===== src/rtl/regfile_dumper.sv =====
// ============================================================================
// regfile_dumper : walks a wrap-around register range and streams (addr, data)
// Revision: 1.0
// ============================================================================
`default_nettype none

module regfile_dumper #(
   parameter int ADDR_W = 5,
   parameter int DATA_W = 32
) (
   input  logic              i_clk,
   input  logic              i_rst,
   input  logic              i_start,
   input  logic              i_abort,
   input  logic [ADDR_W-1:0] i_first_addr,
   input  logic [ADDR_W-1:0] i_last_addr,
   output logic [ADDR_W-1:0] o_rf_addr,
   input  logic [DATA_W-1:0] i_rf_data,
   output logic              o_dump_valid,
   input  logic              i_dump_ready,
   output logic [ADDR_W-1:0] o_dump_addr,
   output logic [DATA_W-1:0] o_dump_data,
   output logic              o_dump_last,
   output logic              o_busy,
   output logic              o_done
);

   typedef enum logic [1:0] {
      S_IDLE = 2'd0,
      S_READ = 2'd1,
      S_SEND = 2'd2,
      S_DONE = 2'd3
   } state_t;

   state_t            r_state;
   logic [ADDR_W-1:0] r_cur;
   logic [ADDR_W-1:0] r_last_addr;
   logic [ADDR_W-1:0] r_rf_addr;
   logic [ADDR_W-1:0] r_dump_addr;
   logic [DATA_W-1:0] r_dump_data;
   logic              r_dump_last;
   logic              r_dump_valid;
   logic              r_busy;
   logic              r_done;

   // Every output is a register updated alongside the state transition, so
   // i_dump_ready never reaches an output combinationally.
   always_ff @(posedge i_clk) begin
      if (i_rst) begin
         r_state      <= S_IDLE;
         r_cur        <= '0;
         r_last_addr  <= '0;
         r_rf_addr    <= '0;
         r_dump_addr  <= '0;
         r_dump_data  <= '0;
         r_dump_last  <= 1'b0;
         r_dump_valid <= 1'b0;
         r_busy       <= 1'b0;
         r_done       <= 1'b0;
      end else begin
         case (r_state)
            S_IDLE: begin
               r_done <= 1'b0;
               if (i_start) begin
                  r_state     <= S_READ;
                  r_cur       <= i_first_addr;
                  r_last_addr <= i_last_addr;
                  r_rf_addr   <= i_first_addr;
                  r_busy      <= 1'b1;
               end
            end
            S_READ: begin
               r_rf_addr <= '0;
               if (i_abort) begin
                  r_state <= S_IDLE;
                  r_busy  <= 1'b0;
               end else begin
                  r_state      <= S_SEND;
                  r_dump_data  <= i_rf_data;
                  r_dump_addr  <= r_cur;
                  r_dump_last  <= (r_cur == r_last_addr);
                  r_dump_valid <= 1'b1;
               end
            end
            S_SEND: begin
               if (i_abort) begin
                  r_state      <= S_IDLE;
                  r_dump_valid <= 1'b0;
                  r_dump_last  <= 1'b0;
                  r_busy       <= 1'b0;
               end else if (i_dump_ready) begin
                  r_dump_valid <= 1'b0;
                  r_dump_last  <= 1'b0;
                  if (r_dump_last) begin
                     r_state <= S_DONE;
                     r_done  <= 1'b1;
                  end else begin
                     r_state   <= S_READ;
                     r_cur     <= r_cur + 1'b1;
                     r_rf_addr <= r_cur + 1'b1;
                  end
               end
            end
            default: begin
               r_state <= S_IDLE;
               r_done  <= 1'b0;
               r_busy  <= 1'b0;
            end
         endcase
      end
   end

   assign o_rf_addr    = r_rf_addr;
   assign o_dump_valid = r_dump_valid;
   assign o_dump_addr  = r_dump_addr;
   assign o_dump_data  = r_dump_data;
   assign o_dump_last  = r_dump_last;
   assign o_busy       = r_busy;
   assign o_done       = r_done;

endmodule

`default_nettype wire

===== config.mk =====
export PLATFORM = sky130hd
export DESIGN_NAME = regfile_dumper
export DESIGN_NICKNAME = d
export VERILOG_FILES = /design/src/rtl/regfile_dumper.sv
export SDC_FILE = /design/constraint.sdc
export NUM_CORES = 1
export LEC_CHECK = 0
export ABC_AREA = 1
export BUFFER_PORTS_ARGS = -buffer_cell sky130_fd_sc_hd__buf_4
export CAP_MARGIN = 10
export CORE_ASPECT_RATIO = 0.75
export CORE_MARGIN = 2
export CORE_UTILIZATION = 40
export DETAILED_ROUTE_END_ITERATION = 6
export PLACE_DENSITY = 0.66
export SETUP_SLACK_MARGIN = 0.15
export SYNTH_ARGS = -nofsm -noshare
export SYNTH_HDL_FRONTEND = slang
export SYNTH_SLANG_ARGS = --single-unit

===== constraint.sdc =====
create_clock -name i_clk -period 3.69 [get_ports i_clk]
set_input_delay 0.369 -clock i_clk [delete_from_list [all_inputs] [get_ports i_clk]]
set_output_delay 0.369 -clock i_clk [all_outputs]
set_load 0.005 [all_outputs]

==> impl_metrics.py, run 1 <==
metrics = {
    "drt": {
        "drtAntennaViolNets": 0,
        "wl_per_cell_microns": 11.96,
        "drc": 0,
        "dr.pass1.iters": 4,
        "drt_iter0_drc": 102,
        "vias_per_cell": 4.610,
        "vias": 2434,
        "wirelength_microns": 6313,
    },
    "synth": {
        "synth_largest_area_cell": "dfxtp_1",
        "synth-edff-count": 0,
        "ys_seq_area_share_pct": 45.62,
        "netlist_instances": 352,
        "synth.most_common_cell": "nor2_1",
        "synth_commonest_cells": "nor2_1, dfxtp_1, nand2_1",
        "synth_area_leaders": "dfxtp_1, nor2_1, nand2_1",
        "ys_ff_latch": 58,
        "synth_cell_type_count": 24,
        "synth-async-reset-ratio_pct": 0,
        "synth_area_sq_um": 2545,
        "syn_nets": 405,
        "yosysTopAreaCellShare_pct": 45.62,
        "synth.avg_cell_area_sq_um": 7.230,
        "ys.flop_type": "dfxtp_1",
        "synth_warnings": 0,
    },
    "cts": {
        "insertion_delay_ps": 330,
        "cts_setup_buffers": 0,
        "path_clk_slew_ps": 70,
        "h-tree-depth": 3,
        "numCtsBuffers": 9,
        "clock_path_buffers": 2,
        "cts_tree": "done",
        "cts_resized": 0,
        "cts-root-buf": "clkbuf_8",
        "cts_hold_buf": 0,
        "cts_num_sinks": 58,
    },
    "critical_path": {
        "critPathLaunchType": "flop",
        "r2r-start": "r_state[1]",
        "crit_path_start": "r_state[1]",
        "r2r_slack_ps": 1610,
        "cp.arrival_ps": 2280,
        "worstPathMaxFanout": 42,
        "end_kind": "flop",
        "endpoint": "o_dump_addr[4]",
        "reg2regPathDepth": 6,
        "worstSetupPathType": "reg -> reg",
        "worstReg2RegEnd": "o_dump_addr[4]",
        "required_ps": 3880,
    },
    "grt": {
        "grt_first_pass_wirelength_microns": 9798,
        "gr-total-overflow": 0,
        "grt.total_usage_pct": 18.23,
        "grt_max_degree": 43,
        "antenna_found_initial": 0,
        "grt_pass1_vias": 2152,
    },
    "placed_design": {
        "pre_cts_ws_ps": 1612,
        "io_buffer_count": 92,
        "gp_congestion": 0.8675,
        "hpwl_microns": 4558,
        "postPlaceCellArea_sq_um": 3269,
    },
    "pwr": {
        "power.density_nw_per_um2": 471.7,
        "p_leak_nw": 1.633,
        "ir_drop_uv": 213.8,
        "total_power_mw": 1.623,
    },
    "timing": {
        "finalWorstPathRequiredPeriod_ps": 2084,
        "skew_ps": 7.346,
        "fin_crit_sh_pct": 56.48,
        "hold_violations": 0,
        "setup_viol": 0,
        "tightest_slew_ps": 694.4,
        "slew_headroom_pct": 53.65,
        "fin_ws_ps": 1606,
        "drv_slew": 0,
        "fmax_ghz": 0.4798,
        "rsz0062_at_grt": "no",
        "setup_tns_ps": 0,
    },
    "cells_and_area": {
        "syn2layout_area_growth_pct": 35.20,
        "finish.instance_area_sq_um": 3441,
        "drive_above_1_share_pct": 28.41,
        "antenna_cells": 0,
        "nets": 495,
        "fin_util_pct": 55.28,
    },
    "min_path": {
        "hold_depth": 2,
        "hold_path.class": "in -> reg",
    },
    "floorplan": {
        "die_x_microns": 96.11,
        "die_area_sq_um": 7023,
        "core_sq_um": 6225,
        "start_util_pct": 40.88,
        "fp.dieH_microns": 73.08,
        "rows": 25,
        "io_pins": 93,
    },
    "job": {
        "maxCapViolations": 0,
    },
    "outcome": {
        "status": "complete, no violations",
    },
}
==> layout make-up <==
cell class	count	area, sq um
fill	637	2784
multi-input combinational	251	1197
sequential	58	1161
timing repair buffer	93	698.2
clock buffer	11	141.4
inverter	29	111.4
tap	81	101.3
clock inverter	5	30.03
==> worst max-delay path, cell delays in order (launching register included) <==
cell	delay, ps
dfxtp_1	400
inv_1	80
ha_1	230
nand2_2	430
inv_2	420
o21ai_0	310
a21oi_1	60
==> state kept, by name, summed over array words and instances (netlist names) <==
signal and count:
o_busy 1, o_done 1, o_dump_addr 5, o_dump_data 32
o_dump_last 1, o_dump_valid 1, o_rf_addr 5, r_cur 5
r_last_addr 5, r_state 2
==> report_power, final <==
part / switching (mW) / total (mW) / internal, mW
clock network: 0.250 / 0.508 / 0.258
registers: 0.0468 / 0.741 / 0.694
logic: 0.200 / 0.374 / 0.174
==> worst min-delay path by stage <==
stage,startpoint,to
floorplan,i_rst,o_rf_addr[2]
global placement,o_done,o_done
detailed placement,o_done,o_done
CTS,i_rst,o_rf_addr[2]
global route,i_rst,o_rf_addr[2]
finish,i_rst,o_rf_addr[2]
==> placed cells by master, fill, tap and decap left out, drive strengths merged <==
cell type	count
nand2	62
nand3	10
nor2	93
a211oi	1
nand4	7
clkbuf	11
o21ai	52
inv	29
buf	93
clkinv	3
dfxtp	58
a21oi	20
clkinvlp	2
ha	6
==> stage by stage <==
| stage | std cells | hold slack [ps] |
|---|---|---|
| after detailed placement | 512 | 439.0 |
| after global routing | 528 | 252.6 |
| after floorplan | 352 | 431.4 |
| after global placement | 512 | 434.3 |
| final | 528 | 265.4 |
| after CTS | 528 | 247.6 |
==> routing by layer <==
| layer | GRT usage (%) | wire [microns] | vias to the layer above |
|---|---|---|---|
| li1 | - | - | 1303 |
| met1 | 23.13 | 2956 | 1069 |
| met2 | 29.40 | 2960 | 58 |
| met3 | 4.752 | 340 | 4 |
| met4 | 7.619 | 55 | 0 |
| met5 | 0 | 0 | - |
==> logic make-up after synthesis <==
kind of cell | after synthesis | share of synthesized area (%)
and+or+nand+nor | 172 | 28.76
adders and majority gates | 6 | 2.950
DFF | 58 | 45.62
AOI/OAI and AO/OA | 73 | 15.34
buffers and inverters | 43 | 7.326
(Power assumes the default switching activity.)
==> run 2: changes to the inputs <==
Settings changed: PLACE_DENSITY 0.66 to 0.68.
Clock period 3.69 ns to 1.7 ns, I/O delays scaled along.
==> impl_metrics.py, run 2 (synthesis gave the netlist of run 1 again) <==
metrics = {
    "timing": {
        "tightest_slew_ps": 414.6,
        "setup_viol": 0,
        "finalWorstPathRequiredPeriod_ps": 1457,
        "drv_slew": 0,
        "fin_crit_sh_pct": 85.69,
        "setup_tns_ps": 0,
        "fmax_ghz": 0.6865,
        "skew_ps": 7.180,
        "rsz0062_at_grt": "yes",
        "hold_violations": 0,
        "worst_hold_slack_ps": 59.63,
        "slew_headroom_pct": 72.33,
    },
    "pwr": {
        "power.density_nw_per_um2": 1025,
        "internal_power_mw": 2.543,
        "clkPwrFrac_pct": 32.0,
        "p_seq_share_pct": 44.9,
        "p_sw_mw": 1.045,
        "ir_drop_uv": 537.5,
        "p_leak_nw": 1.657,
        "p_comb_share_pct": 23.2,
        "switching_share_pct": 29.13,
    },
    "floorplan": {
        "rows": 25,
        "core_sq_um": 6225,
        "start_util_pct": 40.88,
        "die_area_sq_um": 7023,
        "die_x_microns": 96.11,
        "io_pins": 93,
        "fp.dieH_microns": 73.08,
    },
    "critical_path": {
        "worstPathMaxFanout": 42,
        "cp.arrival_ps": 1710,
        "worstSetupPathType": "reg -> reg",
        "end_kind": "flop",
        "required_ps": 1950,
        "critPathLaunchType": "flop",
    },
    "cells_and_area": {
        "final_common_cell": "buf_4",
        "fillCellCount": 605,
        "nets": 497,
        "fin_util_pct": 56.22,
        "most-common-layout-cells": "buf_4, nor2_1, nand2_1",
        "largest_reg_flops": 32,
        "syn2layout_area_growth_pct": 37.51,
        "drive_above_1_share_pct": 29.62,
        "antenna_cells": 0,
    },
    "drt": {
        "wl_per_cell_microns": 12.02,
        "drtAntennaViolNets": 0,
        "dr.pass1.iters": 4,
        "drc": 0,
        "vias": 2533,
        "wirelength_microns": 6370,
        "vias_per_cell": 4.779,
        "drt_iter0_drc": 118,
    },
    "job": {
        "maxCapViolations": 0,
    },
    "cts": {
        "cts_hold_buf": 0,
        "insertion_delay_ps": 320,
        "clock_path_buffers": 2,
        "cts_num_sinks": 58,
        "numCtsBuffers": 9,
        "h-tree-depth": 3,
        "cts_tree": "done",
        "path_clk_slew_ps": 60,
        "cts-root-buf": "clkbuf_8",
    },
    "grt": {
        "antenna_found_initial": 0,
        "grt.total_usage_pct": 18.25,
        "grt_first_pass_wirelength_microns": 9984,
        "gr-total-overflow": 0,
        "grt_pass1_vias": 2214,
        "grt_max_degree": 43,
    },
    "min_path": {
        "hold_path.class": "in -> reg",
    },
    "placed_design": {
        "hpwl_microns": 4589,
        "gp_congestion": 0.8451,
        "io_buffer_count": 92,
    },
    "outcome": {
        "status": "complete, no violations",
    },
}
==> run 2: cell types whose count changed in the layout (fill, tap and decap cells not counted), sizes merged <==
cell      previous run  this run
clkbuf              11        14
buf                 93        95
clkinv               3         2
clkinvlp             2         0
==> run 2: cell type report <==
cell class                      count  area (sq um)  area share, %
Inverter                           29         113.9          3.253
Tap cell                           81         101.3          2.896
Clock buffer                       14         172.7          4.934
Sequential cell                    58          1164          33.25
Clock inverter                      2         10.01         0.2860
Timing Repair Buffer               95         725.7          20.74
Multi-Input combinational cell    251          1212          34.64
==> run 2: power by group through the flow <==
stage / registers, mW / clock network [mW] / logic (mW)
floorplan: 1.63 / 0 / 0.474
global placement: 1.63 / 0 / 0.813
detailed placement: 1.64 / 0 / 0.825
CTS: 1.61 / 1.18 / 0.827
global route: 1.63 / 1.24 / 0.944
finish: 1.61 / 1.15 / 0.831
==> run 2: routing by layer <==
| layer | GRT usage [%] | vias to the layer above | share of wire (%) |
|---|---|---|---|
| li1 | - | 1309 | - |
| met5 | 0 | - | 0 |
| met3 | 5.888 | 4 | 5.5 |
| met2 | 29.86 | 62 | 48 |
| met1 | 23.46 | 1158 | 46 |
| met4 | 4.286 | 0 | 0.77 |
==> run 2: path summary, 6_finish.rpt <==
kind	start	end	slack, ps	cells after the start
max	r_state[1]	o_dump_addr[2]	240	6
min reg2reg	r_last_addr[0]	r_last_addr[0]	470	2
max reg2reg	r_state[1]	o_dump_addr[2]	240	6
min	i_rst	o_rf_addr[2]	60	2
==> run 2: through the flow <==
stage,power [mW],instance area (sq um),std cells,worst slack [ps]
after floorplan,2.103,2545,352,296.5
after global placement,2.444,3297,514,106.8
after detailed placement,2.460,3297,514,34.07
after CTS,3.618,3485,530,163.6
after global routing,3.816,3500,530,106.1
final,3.589,3500,530,243.3
==> run 2: what timing repair did <==
item,CTS,global route
endpoints found under the setup margin,22,22
gates resized for setup,2,5
setup buffers,0,0
==> run 2: critical path, stage by stage, from the launching register on <==
cell	delay (ps)
dfxtp_2	350
inv_1	100
ha_1	240
nand2_2	110
inv_4	310
o21ai_0	140
a21oi_1	130
